File: src/rtl/otp_pkg.sv
// Shared definitions for the one-time-pad arbiter.
//   OTP_WIDTH / OTP_DEPTH : default key byte width and pad storage depth
//   otp_state_e           : controller states (IDLE, ISSUE, WIPE)
package otp_pkg;
  localparam int OTP_WIDTH = 8;
  localparam int OTP_DEPTH = 8;

  typedef enum logic [1:0] {
    IDLE  = 2'd0,
    ISSUE = 2'd1,
    WIPE  = 2'd2
  } otp_state_e;
endpackage

File: src/rtl/otp_rr_arbiter.sv
// Two-way round-robin selector, purely combinational.
//   req    : request bits (bit 0 encryptor, bit 1 decryptor)
//   prio   : 0 -> requester 0 wins a tie, 1 -> requester 1 wins a tie
//   winner : one-hot winner, 0 when no request
module otp_rr_arbiter (
  input  logic [1:0] req,
  input  logic       prio,
  output logic [1:0] winner
);
  always_comb begin
    winner = 2'b00;
    case (req)
      2'b01:   winner = 2'b01;
      2'b10:   winner = 2'b10;
      2'b11:   winner = prio ? 2'b10 : 2'b01;
      default: winner = 2'b00;
    endcase
  end
endmodule

File: src/rtl/otp_pad_arbiter.sv
// One-time-pad key store with two-requester round-robin issue.
//   clk, reset            : clock, async active-high reset
//   load_valid/data/ready : pad byte load handshake
//   zeroize               : pulse, wipes all stored pad bytes
//   req                   : level requests (bit 0 encryptor, bit 1 decryptor)
//   grant, key_valid,
//   key_data              : one-cycle key issue to the granted requester
//   pad_count/empty/full  : occupancy of unused pad bytes
module otp_pad_arbiter
  import otp_pkg::*;
#(
  parameter int WIDTH = OTP_WIDTH,
  parameter int DEPTH = OTP_DEPTH
) (
  input  logic                     clk,
  input  logic                     reset,
  input  logic                     load_valid,
  input  logic [WIDTH-1:0]         load_data,
  output logic                     load_ready,
  input  logic                     zeroize,
  input  logic [1:0]               req,
  output logic [1:0]               grant,
  output logic                     key_valid,
  output logic [WIDTH-1:0]         key_data,
  output logic [$clog2(DEPTH):0]   pad_count,
  output logic                     pad_empty,
  output logic                     pad_full
);
  localparam int AW = $clog2(DEPTH);
  localparam int CW = AW + 1;

  otp_state_e      state, nxt;
  logic [WIDTH-1:0] mem [DEPTH];
  logic [AW-1:0]   wr_ptr, rd_ptr, wipe_cnt;
  logic [1:0]      grant_q, winner;
  logic            prio;
  logic            wr_en, rd_en;

  otp_rr_arbiter u_rr (
    .req    (req),
    .prio   (prio),
    .winner (winner)
  );

  assign pad_empty  = (pad_count == '0);
  assign pad_full   = (pad_count == CW'(DEPTH));
  // Gated by reset so the loader sees no ready while reset is held.
  assign load_ready = !reset && (state != WIPE) && !pad_full;
  assign wr_en      = load_valid && load_ready;
  assign rd_en      = (state == ISSUE);

  always_comb begin
    nxt       = state;
    key_valid = 1'b0;
    grant     = 2'b00;
    key_data  = '0;
    case (state)
      IDLE: begin
        if (zeroize)                       nxt = WIPE;
        else if (!pad_empty && (|req))     nxt = ISSUE;
      end
      ISSUE: begin
        key_valid = 1'b1;
        grant     = grant_q;
        key_data  = mem[rd_ptr];
        nxt       = zeroize ? WIPE : IDLE;
      end
      WIPE: begin
        if (wipe_cnt == AW'(DEPTH-1)) nxt = IDLE;
      end
      default: nxt = IDLE;
    endcase
  end

  always_ff @(posedge clk or posedge reset) begin
    if (reset) begin
      state     <= IDLE;
      wr_ptr    <= '0;
      rd_ptr    <= '0;
      wipe_cnt  <= '0;
      pad_count <= '0;
      grant_q   <= 2'b00;
      prio      <= 1'b0;
      for (int i = 0; i < DEPTH; i++) mem[i] <= '0;
    end else begin
      state <= nxt;
      // Priority flips to the requester not just served; untouched by WIPE.
      if (state == IDLE && nxt == ISSUE) begin
        grant_q <= winner;
        prio    <= winner[0];
      end
      if (state == WIPE) begin
        mem[wipe_cnt] <= '0;
        wipe_cnt      <= wipe_cnt + 1'b1;
        if (nxt == IDLE) begin
          wr_ptr    <= '0;
          rd_ptr    <= '0;
          pad_count <= '0;
          wipe_cnt  <= '0;
        end
      end else begin
        // A write and an issue never hit the same entry: that would need
        // the FIFO full, which blocks the load.
        if (wr_en) begin
          mem[wr_ptr] <= load_data;
          wr_ptr      <= wr_ptr + 1'b1;
        end
        if (rd_en) begin
          mem[rd_ptr] <= '0;
          rd_ptr      <= rd_ptr + 1'b1;
        end
        pad_count <= pad_count + CW'(wr_en) - CW'(rd_en);
      end
    end
  end
endmodule

File: config.mk
export PLATFORM = sky130hd
export DESIGN_NAME = otp_pad_arbiter
export DESIGN_NICKNAME = d
export VERILOG_FILES = /design/src/rtl/otp_pkg.sv /design/src/rtl/otp_rr_arbiter.sv /design/src/rtl/otp_pad_arbiter.sv
export SDC_FILE = /design/constraint.sdc
export NUM_CORES = 1
export LEC_CHECK = 0
export BUFFER_PORTS_ARGS = -buffer_cell sky130_fd_sc_hd__buf_4
export CAP_MARGIN = 20
export CORE_ASPECT_RATIO = 0.75
export CORE_MARGIN = 3
export CORE_UTILIZATION = 54
export DETAILED_ROUTE_END_ITERATION = 8
export PLACE_DENSITY_LB_ADDON = 0.1
export SLEW_MARGIN = 20
export SYNTH_ARGS = -nofsm -noshare
export SYNTH_HDL_FRONTEND = slang
export SYNTH_SLANG_ARGS = --single-unit
File: constraint.sdc
create_clock -name clk -period 2.6 [get_ports clk]
set_input_delay 0.39 -clock clk [delete_from_list [all_inputs] [get_ports clk]]
set_output_delay 0.39 -clock clk [all_outputs]
set_load 0.02 [all_outputs]
==> flow_metrics.py <==
metrics = {
    "outcome": {
        "outcome": "complete, no violations",
    },
    "final_layout": {
        "utilization_pct": 64.44,
        "n_antenna_cell": 0,
        "regArea_mm2": 0.002027,
        "drive_gt1_share_pct": 26.93,
        "fillCellCount": 585,
        "design_area_mm2": 0.004811,
        "multi_input_area_mm2": 0.002044,
        "syn_to_final_growth_pct": 13.79,
        "nets": 395,
        "stdcell_count": 476,
    },
    "timing": {
        "tightest_slew_ns": 0.7401,
        "slew_violations": 0,
        "skew_ns": 0.01429,
        "min_period_ns": 2.386,
        "setup_viol": 0,
        "post-route-period-util_pct": 91.76,
        "fmax_ghz": 0.4192,
        "rsz0062_at_grt": "false",
        "finalHoldViolations": 0,
        "tns_ns": 0,
        "max_slew_margin_pct": 50.44,
    },
    "power_and_ir_drop": {
        "ir_drop_mv": 0.5001,
        "pwr-share-seq_pct": 35.1,
        "p_int_mw": 2.838,
        "p_comb_share_pct": 40.6,
        "switching_share_pct": 41.06,
        "clkPwrFrac_pct": 24.3,
        "switchingPower_mw": 1.978,
        "power.density_mw_per_mm2": 1001,
        "p_leak_nw": 2.215,
        "power_mw": 4.816,
    },
    "critical_path": {
        "critPathRequiredTime_ns": 2.83,
        "max_stage_delay_ns": 0.43,
        "cp_top_family": "adder cells",
        "timing.critical_path.buf_inv": 2,
        "crit_path_cell_trace": "inv_1 -> ha_1 -> or3b_4 -> nand3_2 -> ha_1 -> inv_1 -> ha_1 -> fa_1 -> nand2_1 -> o31ai_1",
        "cp-end-kind": "flop",
        "start_kind": "flop",
        "critPathMaxFanout": 6,
        "crit_arrival_ns": 2.62,
        "critPathKind": "reg2reg",
        "critPathSlowestCell": "fa_1",
        "path_common_cell": "ha_1",
    },
    "drt": {
        "dr.pass1.iters": 5,
        "dr.first_iter.drc_count": 245,
        "totalWireLength_um": 10510,
        "antenna_left": 0,
        "route.detailed.drc": 0,
        "vias_per_cell": 6.361,
        "vias": 3028,
        "wl_per_cell_um": 22.09,
    },
    "clocking": {
        "ctsHoldBuffers": 0,
        "ctsLongestPathBuffers": 2,
        "cts-buffers-inserted": 9,
        "clock-sinks": 81,
        "post_cts_resized": 0,
        "insertion_delay_ns": 0.36,
        "htreeDepth": 3,
        "post-cts-setup-buffers": 0,
        "cts_tree": "done",
        "cts_root_buffer": "clkbuf_8",
        "path_clk_slew_ns": 0.09,
    },
    "logic_synthesis": {
        "synth_top_area_share_pct": 47.94,
        "syn_area_mm2": 0.004228,
        "yosys.area.top_type": "dfrtp_1",
        "ys_ff_latch": 81,
        "syn_inst": 340,
        "syn_avg_cell_area_um2": 12.43,
        "yosysSeqAreaShare_pct": 47.94,
        "synth_edf_count": 0,
        "synth_ff_type": "dfrtp_1",
        "synth_async_sr_flop_share_pct": 100.0,
        "ys_warn_count": 0,
        "synth.distinct_cells": 56,
        "synth_top_cells_by_area": "dfrtp_1, a22o_1, mux4_2",
        "syn-num-nets": 365,
    },
    "die": {
        "core_mm2": 0.007466,
        "pin_count": 32,
        "fp-row-count": 27,
        "die_x_um": 108.2,
        "die_h_um": 82.63,
        "initial_core_util_pct": 56.63,
        "dieArea_mm2": 0.008938,
    },
    "placed_design": {
        "dp_cells": 460,
        "numPortBuffers": 31,
        "finalWeightedCongestion": 0.8086,
        "dpl.hpwl_um": 7036,
        "dpl_cell_area_mm2": 0.004557,
    },
    "global_routing": {
        "grt_max_degree": 50,
        "grt_pass1_wl_um": 16720,
        "overflow": 0,
        "grt_pass1_vias": 2961,
        "antenna_found_initial": 0,
        "track_usage_pct": 25.39,
    },
    "flow_run": {
        "drv_cap": 0,
    },
    "min_path": {
        "hp-class": "in2async",
    },
}
[kinds of logic after synthesis]
group,synth area share (%)
buf+inv,3.699
simple gates,12.67
xor+xnor,0.6216
mux,9.944
fa+ha+maj,3.433
flops,47.94
compound gates,21.69
[worst reg2reg max path, stage by stage (launching register included)]
cell and delay, ns:
dfrtp_1 0.41, inv_1 0.12, ha_1 0.16, or3b_4 0.40, nand3_2 0.14, ha_1 0.25
inv_1 0.06, ha_1 0.17, fa_1 0.43, nand2_1 0.07, o31ai_1 0.07
[registers in the layout, indices dropped and copies added (netlist names)]
signal     cells
grant_q        2
mem           64
pad_count      4
rd_ptr         3
state          2
wipe_cnt       3
wr_ptr         3
[synth_stat cells, types with 3 or more instances]
cell type,number
nand3_1,5
nor4_2,5
buf_2,5
nand2_1,12
nor3_1,4
mux4_2,12
dfrtp_1,81
a22o_1,64
o22ai_1,5
o21ai_0,9
buf_6,3
o21ai_1,4
nor3_4,4
nor3b_1,4
inv_1,11
nor2_1,14
buf_1,11
nand2b_1,4
mux2i_1,15
ha_1,10
a21oi_1,8
nand3b_1,3
o22ai_2,5
[cell usage in the layout, fill, tap and decap left out, types with 2 or more instances in the layout]
cell type | Yosys | layout
clkbuf_8 | 0 | 9
and3b_1 | 2 | 2
a22o_1 | 64 | 64
mux2i_1 | 15 | 15
nor3_4 | 4 | 4
nor3b_1 | 4 | 4
or3b_4 | 2 | 2
nor2_1 | 14 | 14
nor4_1 | 2 | 2
o22ai_1 | 5 | 5
o22ai_2 | 5 | 5
a21o_1 | 2 | 2
ha_1 | 10 | 10
o21ai_2 | 2 | 2
nand3b_1 | 3 | 3
inv_6 | 0 | 2
o22ai_4 | 2 | 2
inv_8 | 0 | 2
nand2b_1 | 4 | 4
a21oi_1 | 8 | 8
o21ai_1 | 4 | 4
o21ai_4 | 2 | 2
o21ai_0 | 9 | 9
buf_4 | 1 | 39
mux4_2 | 12 | 12
o211a_2 | 2 | 2
inv_1 | 11 | 10
nand3_1 | 5 | 5
nor3_1 | 4 | 4
xnor2_1 | 2 | 2
bufinv_16 | 0 | 3
dfrtp_1 | 81 | 81
nor4_2 | 5 | 5
nand2_1 | 12 | 12
[worst paths after layout]
path | from | slack, ns | cells past startpoint | end
worst max-delay path | pad_count[2] | 0.21 | 10 | pad_count[1]
worst min-delay path | reset | 0.11 | 2 | wr_ptr[1]
worst max register to register | pad_count[2] | 0.21 | 10 | pad_count[1]
worst min register to register | grant_q[1] | 0.50 | 1 | grant_q[1]
max in group asynchronous | reset | 1.82 | 3 | mem[31]
min in group clk | zeroize | 0.29 | 3 | state[1]
[area by class of cell]
cell class              instances  area share, %
multi-input cells             226          42.50
flip-flops and latches         81          42.13
repair buffers                 40          6.502
clock inverters                 7          2.705
well taps                     101          2.627
clock buffers                   9          2.575
inverters                      12         0.9623
[metal layers]
| layer | track usage (%) | vias up | part of all wire [%] |
|---|---|---|---|
| met5 | 0 | - | 0 |
| met1 | 39.16 | 1552 | 49 |
| met4 | 5.675 | 0 | 0.74 |
| met2 | 36.85 | 99 | 44 |
| met3 | 5.361 | 7 | 6.9 |
| li1 | - | 1370 | - |
[power by group through the flow]
stage | registers, mW | clock network [mW] | logic (mW)
after detailed placement | 1.71 | 0 | 1.93
final | 1.69 | 1.17 | 1.95
after floorplan | 1.64 | 0 | 1.48
after CTS | 1.68 | 1.19 | 1.95
after global routing | 1.72 | 1.25 | 2.11
after global placement | 1.70 | 0 | 1.91
[through the flow]
stage	setup slack (ns)	hold slack (ns)
after floorplan	0.1299	0.4560
after global placement	0.2876	0.4762
after detailed placement	0.2519	0.4842
after CTS	0.2124	0.1133
after global routing	0.07504	0.1407
final	0.2143	0.1123
Power figures use the tool's default switching activity.
